$ cat src/rtl/access_arbiter_if.sv
// Bus-side bundle between the requesters and access_arbiter.
// The master modport is the requester side; the slave modport is the arbiter side.
interface access_arbiter_if #(
  parameter int N_REQ  = 4,
  parameter int ID_W   = 3,
  parameter int DATA_W = 8
);
  logic [N_REQ-1:0]        req;
  logic [N_REQ*ID_W-1:0]   usr_id;
  logic [N_REQ*DATA_W-1:0] wdata;
  logic [N_REQ-1:0]        gnt;
  logic [N_REQ-1:0]        ack;
  logic [N_REQ-1:0]        nack;
  logic [DATA_W-1:0]       data_out;
  logic [7:0]              deny_cnt;
  logic                    locked;

  modport master (
    output req, usr_id, wdata,
    input  gnt, ack, nack, data_out, deny_cnt, locked
  );

  modport slave (
    input  req, usr_id, wdata,
    output gnt, ack, nack, data_out, deny_cnt, locked
  );
endinterface

$ cat src/rtl/access_arbiter.sv
// Round-robin arbiter guarding a privileged data register: authorized IDs write it,
// denials are counted (saturating) and a sticky lockout latches at LOCK_THRESH.
module access_arbiter #(
  parameter int               N_REQ       = 4,
  parameter int               ID_W        = 3,
  parameter int               DATA_W      = 8,
  parameter logic [2**ID_W-1:0] AUTH_MASK = 8'h10,
  parameter logic [7:0]       LOCK_THRESH = 8'd15
) (
  input  logic            clk,
  input  logic            rst_n,
  access_arbiter_if.slave bus
);
  localparam int IDX_W = $clog2(N_REQ);

  typedef enum logic [1:0] {
    S_IDLE  = 2'd0,
    S_GRANT = 2'd1,
    S_RESP  = 2'd2
  } state_t;

  state_t              r_state;
  state_t              w_next_state;
  logic [IDX_W-1:0]    r_rr_ptr;
  logic [IDX_W-1:0]    r_idx;
  logic [ID_W-1:0]     r_lat_id;
  logic [DATA_W-1:0]   r_lat_data;
  logic [N_REQ-1:0]    r_gnt;
  logic [N_REQ-1:0]    r_ack;
  logic [N_REQ-1:0]    r_nack;
  logic [DATA_W-1:0]   r_data;
  logic [7:0]          r_deny;
  logic                r_locked;

  logic [IDX_W:0]      w_pick;
  logic                w_pick_vld;
  logic [IDX_W-1:0]    w_pick_idx;
  logic [ID_W-1:0]     w_sel_id;
  logic [DATA_W-1:0]   w_sel_data;
  logic                w_auth;
  logic [7:0]          w_deny_inc;
  logic [IDX_W-1:0]    w_rr_next;

  // Scan from ptr downward in priority order; the last hit (smallest offset) wins.
  function automatic logic [IDX_W:0] rr_pick(input logic [N_REQ-1:0] req_v,
                                             input logic [IDX_W-1:0] ptr);
    logic [IDX_W:0] res;
    int             j;
    res = '0;
    for (int k = N_REQ - 1; k >= 0; k--) begin
      j   = int'(ptr) + k;
      j   = (j >= N_REQ) ? j - N_REQ : j;
      res = req_v[j] ? {1'b1, IDX_W'(j)} : res;
    end
    return res;
  endfunction

  function automatic logic [N_REQ-1:0] onehot(input logic [IDX_W-1:0] idx);
    logic [N_REQ-1:0] v;
    v      = '0;
    v[idx] = 1'b1;
    return v;
  endfunction

  assign w_pick     = rr_pick(bus.req, r_rr_ptr);
  assign w_pick_vld = w_pick[IDX_W];
  assign w_pick_idx = w_pick[IDX_W-1:0];
  assign w_sel_id   = bus.usr_id[int'(w_pick_idx)*ID_W +: ID_W];
  assign w_sel_data = bus.wdata[int'(w_pick_idx)*DATA_W +: DATA_W];
  assign w_auth     = AUTH_MASK[r_lat_id] & ~r_locked;
  assign w_deny_inc = (r_deny == 8'd255) ? 8'd255 : r_deny + 8'd1;
  assign w_rr_next  = (r_idx == IDX_W'(N_REQ - 1)) ? '0 : r_idx + IDX_W'(1);

  // Next-state logic: IDLE -> GRANT -> RESP -> IDLE.
  always_comb begin
    w_next_state = r_state;
    case (r_state)
      S_IDLE: begin
        if (w_pick_vld) w_next_state = S_GRANT;
        else            w_next_state = S_IDLE;
      end
      S_GRANT: w_next_state = S_RESP;
      S_RESP:  w_next_state = S_IDLE;
      default: w_next_state = S_IDLE;
    endcase
  end

  // State register.
  always_ff @(posedge clk or negedge rst_n) begin
    if (!rst_n) r_state <= S_IDLE;
    else        r_state <= w_next_state;
  end

  // Datapath: latch winner, commit or deny, update counters and pointer.
  always_ff @(posedge clk or negedge rst_n) begin
    if (!rst_n) begin
      r_rr_ptr   <= '0;
      r_idx      <= '0;
      r_lat_id   <= '0;
      r_lat_data <= '0;
      r_gnt      <= '0;
      r_ack      <= '0;
      r_nack     <= '0;
      r_data     <= '0;
      r_deny     <= 8'd0;
      r_locked   <= 1'b0;
    end else begin
      case (r_state)
        S_IDLE: begin
          r_ack  <= '0;
          r_nack <= '0;
          if (w_pick_vld) begin
            r_idx      <= w_pick_idx;
            r_lat_id   <= w_sel_id;
            r_lat_data <= w_sel_data;
            r_gnt      <= onehot(w_pick_idx);
          end else begin
            r_gnt <= '0;
          end
        end
        S_GRANT: begin
          r_gnt    <= '0;
          r_rr_ptr <= w_rr_next;
          if (w_auth) begin
            r_data <= r_lat_data;
            r_ack  <= onehot(r_idx);
          end else begin
            r_nack <= onehot(r_idx);
            r_deny <= w_deny_inc;
            if (w_deny_inc >= LOCK_THRESH) r_locked <= 1'b1;
          end
        end
        S_RESP: begin
          r_ack  <= '0;
          r_nack <= '0;
        end
        default: begin
          r_gnt  <= '0;
          r_ack  <= '0;
          r_nack <= '0;
        end
      endcase
    end
  end

  assign bus.gnt      = r_gnt;
  assign bus.ack      = r_ack;
  assign bus.nack     = r_nack;
  assign bus.data_out = r_data;
  assign bus.deny_cnt = r_deny;
  assign bus.locked   = r_locked;
endmodule

$ cat src/flat_wrapper.sv
// flat-port wrapper written by rule: the top's interface ports become plain ports
module access_arbiter_flat 
#(
  parameter int               N_REQ       = 4,
  parameter int               ID_W        = 3,
  parameter int               DATA_W      = 8,
  parameter logic [2**ID_W-1:0] AUTH_MASK = 8'h10,
  parameter logic [7:0]       LOCK_THRESH = 8'd15
)
  (clk, rst_n, bus_req, bus_usr_id, bus_wdata, bus_gnt, bus_ack, bus_nack, bus_data_out, bus_deny_cnt, bus_locked);
  access_arbiter_if #(.N_REQ(N_REQ), .ID_W(ID_W), .DATA_W(DATA_W)) bus_i ();
  input  logic clk;
  input  logic rst_n;
  input wire logic [$bits(bus_i.req)-1:0] bus_req;
  input wire logic [$bits(bus_i.usr_id)-1:0] bus_usr_id;
  input wire logic [$bits(bus_i.wdata)-1:0] bus_wdata;
  output wire logic [$bits(bus_i.gnt)-1:0] bus_gnt;
  output wire logic [$bits(bus_i.ack)-1:0] bus_ack;
  output wire logic [$bits(bus_i.nack)-1:0] bus_nack;
  output wire logic [$bits(bus_i.data_out)-1:0] bus_data_out;
  output wire logic [$bits(bus_i.deny_cnt)-1:0] bus_deny_cnt;
  output wire logic [$bits(bus_i.locked)-1:0] bus_locked;
  assign bus_i.req = bus_req;
  assign bus_i.usr_id = bus_usr_id;
  assign bus_i.wdata = bus_wdata;
  assign bus_gnt = bus_i.gnt;
  assign bus_ack = bus_i.ack;
  assign bus_nack = bus_i.nack;
  assign bus_data_out = bus_i.data_out;
  assign bus_deny_cnt = bus_i.deny_cnt;
  assign bus_locked = bus_i.locked;
  access_arbiter #(.N_REQ(N_REQ), .ID_W(ID_W), .DATA_W(DATA_W), .AUTH_MASK(AUTH_MASK), .LOCK_THRESH(LOCK_THRESH)) u_core (.clk(clk), .rst_n(rst_n), .bus(bus_i));
endmodule
$ cat config.mk
export PLATFORM = sky130hd
export DESIGN_NAME = access_arbiter_flat
export DESIGN_NICKNAME = d
export VERILOG_FILES = /design/src/rtl/access_arbiter_if.sv /design/src/rtl/access_arbiter.sv /design/src/flat_wrapper.sv
export SDC_FILE = /design/constraint.sdc
export NUM_CORES = 1
export LEC_CHECK = 0
export ABC_CLOCK_PERIOD_IN_PS = 2500
export CAP_MARGIN = 20
export CORE_MARGIN = 4
export CORE_UTILIZATION = 46
export DETAILED_ROUTE_END_ITERATION = 8
export HOLD_SLACK_MARGIN = 0.02
export PLACE_DENSITY = 0.79
export SYNTH_ARGS = -nofsm -noshare
export SYNTH_HDL_FRONTEND = slang
export SYNTH_SLANG_ARGS = --single-unit
$ cat constraint.sdc
create_clock -name clk -period 2.5 [get_ports clk]
set_input_delay 0.5 -clock clk [delete_from_list [all_inputs] [get_ports clk]]
set_output_delay 0.5 -clock clk [all_outputs]
set_load 0.05 [all_outputs]
==> summary.md <==
| Metric | Value |
|---|---|
| Status | finished clean |
| Placed cell count | 361 |
| Cts bufs inserted | 5 |
| Grt total ovfl | 0 |
| Syn_nets | 269 |
| Die Y | 79.70 um |
| Final Worst Setup Slack | 0.2936 ns |
| Final setup vio count | 0 |
| Initial antenna violation count | 0 |
| Post-synth EDFFs | 0 |
| RePlAce Congestion | 0.7544 |
| Leakage power | 1.498 nW |
| Num rows | 25 |
| 1st-iter DRT viols | 96 |
| # DRC | 0 |
| Syn_area_per_cell | 11.05 um^2 |
| Fin. Hold Viols | 0 |
| Cells along the critical path | clkdlybuf4s50_1 -> mux2_4 -> o221ai_4 -> buf_12 -> mux2_2 -> a221o_1 |
| Top delay family on crit path | buffers and inverters |
| DR vias | 1964 |
| Largest net degree at the start of global routing | 27 |
| Synthesis-to-finish area growth | 43.92% |
| CP Capture Type | flop |
| Finished Layout Cells | 369 |
| CP max stage cell | clkdlybuf4s50_1 |
| DR WL/cell | 15.11 um |
| DRT Wirelength | 5575 um |
| Via density | 5.322 |
| Fillers | 384 |
| Actual slew at the worst max-slew pin | 0.5528 ns |
| Maximum clock rate | 453.2 MHz |
| Synth async-reset ratio | 100.0% |
| Final Util | 70.19% |
| Worst Path Buf+Inv | 2 |
| Largest fanout on the critical path | 13 |
| YS warnings | 0 |
| Initial Util | 48.77% |
| First-pass GRT wire length | 9459 um |
| Post-Syn Instances | 214 |
| Maximum VDD drop | 0.6984 mV |
| #FFs+latches synth | 46 |
| Max Slew Vio Count | 0 |
| Final worst clock skew | 0.007411 ns |
| TritonCTS clock tree | yes |
| RSZ-0062 raised after global routing | false |
| CTS max path bufs | 2 |
| Final HPWL DP | 4241 um |
| Vias in the first global route | 1952 |
| Die span in x | 79.70 um |
| H-tree Lvls | 2 |
| Register area share after synthesis | 48.68% |
| Router iterations before antenna repair | 6 |
| Share of post-route cells with drive strength above 1 | 14.90% |
| Clock sink count | 46 |
| CTS clk-pin slew, worst paths | 0.09 ns |
| Core footprint | 4848 um^2 |
| Post-DP Area | 3288 um^2 |
| Post-CTS setup buffers | 0 |
| Post-layout instance area | 3403 um^2 |
| Clock root cell | clkbuf_8 |
| Final Net Count | 356 |
| Die area | 6352 um^2 |
| Data arrival time of the worst path | 2.40 ns |
| PortBufs | 78 |
| GRT Total Usage | 19.34% |
| Setup Slack @ Placement | -0.1703 ns |
| Primary FF master, synth | dfrtp_1 |
| Setup TNS | 0 ns |
| Crit path time final | 2.206 ns |
| Type of origin of the critical path | input port |
| Cell variety after synth | 40 |
| Pwr dens | 1183 nW/um^2 |
| Hold crit path type | input port to asynchronous set/reset pin |
| Fin crit share | 88.26% |
| Clk_lat worst skew | 0.31 ns |
| Relative slew slack | 63.10% |
| Post-synthesis cell area | 2365 um^2 |
| # diodes | 0 |
| Worst EP required | 2.70 ns |
| Critical path class | input port to flop |
| Post-DRT Antenna Nets | 0 |
| Largest stage delay on the critical path | 0.46 ns |
| I/O pins | 79 |
| Max Cap Violations | 0 |
==> Yosys cell counts, types with 5 or more instances <==
library cell  number  share of area, %
a21oi_1           18               3.8
a221o_1           11               4.7
dfrtp_1           46                49
ha_1               5               2.6
inv_1              7               1.1
mux2_2            14               6.7
mux2_4             7               4.4
mux2i_1           11               4.7
nand2_1           22               3.5
nand3_1            6               1.3
nor2_1             7               1.1
nor3_1            12               2.5
==> area by class of cell <==
| type | instances | area [um^2] | share of cell area, % |
|---|---|---|---|
| clock inverters | 3 | 43.79 | 1.287 |
| repair buffers | 90 | 890.9 | 26.18 |
| clock buffers | 5 | 68.82 | 2.022 |
| inverters | 7 | 26.28 | 0.7721 |
| multi-input cells | 151 | 1139 | 33.46 |
| flip-flops and latches | 46 | 1151 | 33.82 |
| well taps | 67 | 83.83 | 2.463 |
==> worst register-to-register path, cell delays in order, from the launching register on <==
cell and delay, ns:
dfrtp_1 0.49, mux2_4 0.35, o221ai_4 0.26, buf_12 0.20
mux2_2 0.35, a221o_1 0.33
==> sequential cells by signal, indices dropped and copies added, names as in the netlist <==
| register | cells |
|---|---|
| u_core.bus.data_out | 8 |
| u_core.bus.deny_cnt | 8 |
| u_core.r_lat_data | 8 |
| u_core.bus.ack | 4 |
| u_core.bus.gnt | 4 |
| u_core.bus.nack | 4 |
| u_core.r_lat_id | 3 |
| u_core.r_idx | 2 |
| u_core.r_rr_ptr | 2 |
| u_core.r_state | 2 |
| u_core.bus.locked | 1 |
==> final timing paths <==
path,startpoint,endpoint,slack (ns),cells after the start
worst max-delay path,bus_req[1],u_core.r_lat_data[0]$_DFFE_PN0P_,0.29,6
worst min-delay path,rst_n,u_core.bus.deny_cnt[7]$_DFFE_PN0P_,0.1,1
worst max register to register,u_core.r_rr_ptr[1]$_DFFE_PN0P_,u_core.r_lat_data[0]$_DFFE_PN0P_,0.41,5
worst min register to register,u_core.bus.data_out[6]$_DFFE_PN0P_,u_core.bus.data_out[6]$_DFFE_PN0P_,0.51,1
max in group asynchronous,rst_n,u_core.bus.nack[1]$_DFFE_PN0N_,1.87,2
min in group clk,u_core.bus.data_out[6]$_DFFE_PN0P_,u_core.bus.data_out[6]$_DFFE_PN0P_,0.51,1
==> cells in the final DEF (no fill, tap or decap), drive strengths merged, types with 2 or more instances in the layout <==
master	Yosys	layout
or3	3	3
nor2	7	7
a21o	3	3
nand3	6	6
nand2	22	22
inv	7	8
and3	2	2
dfrtp	46	46
clkdlybuf4s50	0	77
ha	5	5
o21ai	4	4
a22o	3	3
mux2	21	21
clkbuf	4	5
and2	2	2
a31oi	4	4
a221o	11	11
a21oi	18	18
nor2b	2	2
nor3	12	12
buf	6	13
mux2i	11	11
==> metrics by stage <==
stage	total power [mW]	hold WS (ns)
CTS	4.049	0.1036
finish	4.027	0.09707
global placement	3.428	0.4376
floorplan	2.764	0.2044
global route	4.302	0.1127
detailed placement	3.475	0.4402
==> routing by layer <==
layer / global-route usage (%) / vias to the layer above / share of wire [%]
met1: 25.20 / 940 / 44
met4: 6.529 / 0 / 1.7
met3: 5.418 / 10 / 5.4
met5: 0 / - / 0
li1: - / 963 / -
met2: 30.88 / 51 / 49
==> kinds of logic (layout without fill, tap and decap cells) <==
logic type	count (synthesis)	count (layout)	share of synthesized area (%)
compound gates	50	50	15.61
mux	32	32	15.77
fa+ha+maj	5	5	2.646
flops	46	46	48.68
simple gates	64	64	14.02
buf+inv	17	105	3.281
==> where the power goes <==
part	total, mW	internal (mW)	leakage, nW	switching [mW]
clock	0.568	0.300	0.0585	0.268
combinational	2.16	0.924	0.854	1.24
sequential	1.30	1.04	0.586	0.260
==> what timing repair did <==
item                       4_1_cts  5_1_grt
resized for setup                0        1
setup endpoints to repair        0       11
hold buffers                     0        0
(Power assumes the default switching activity.)
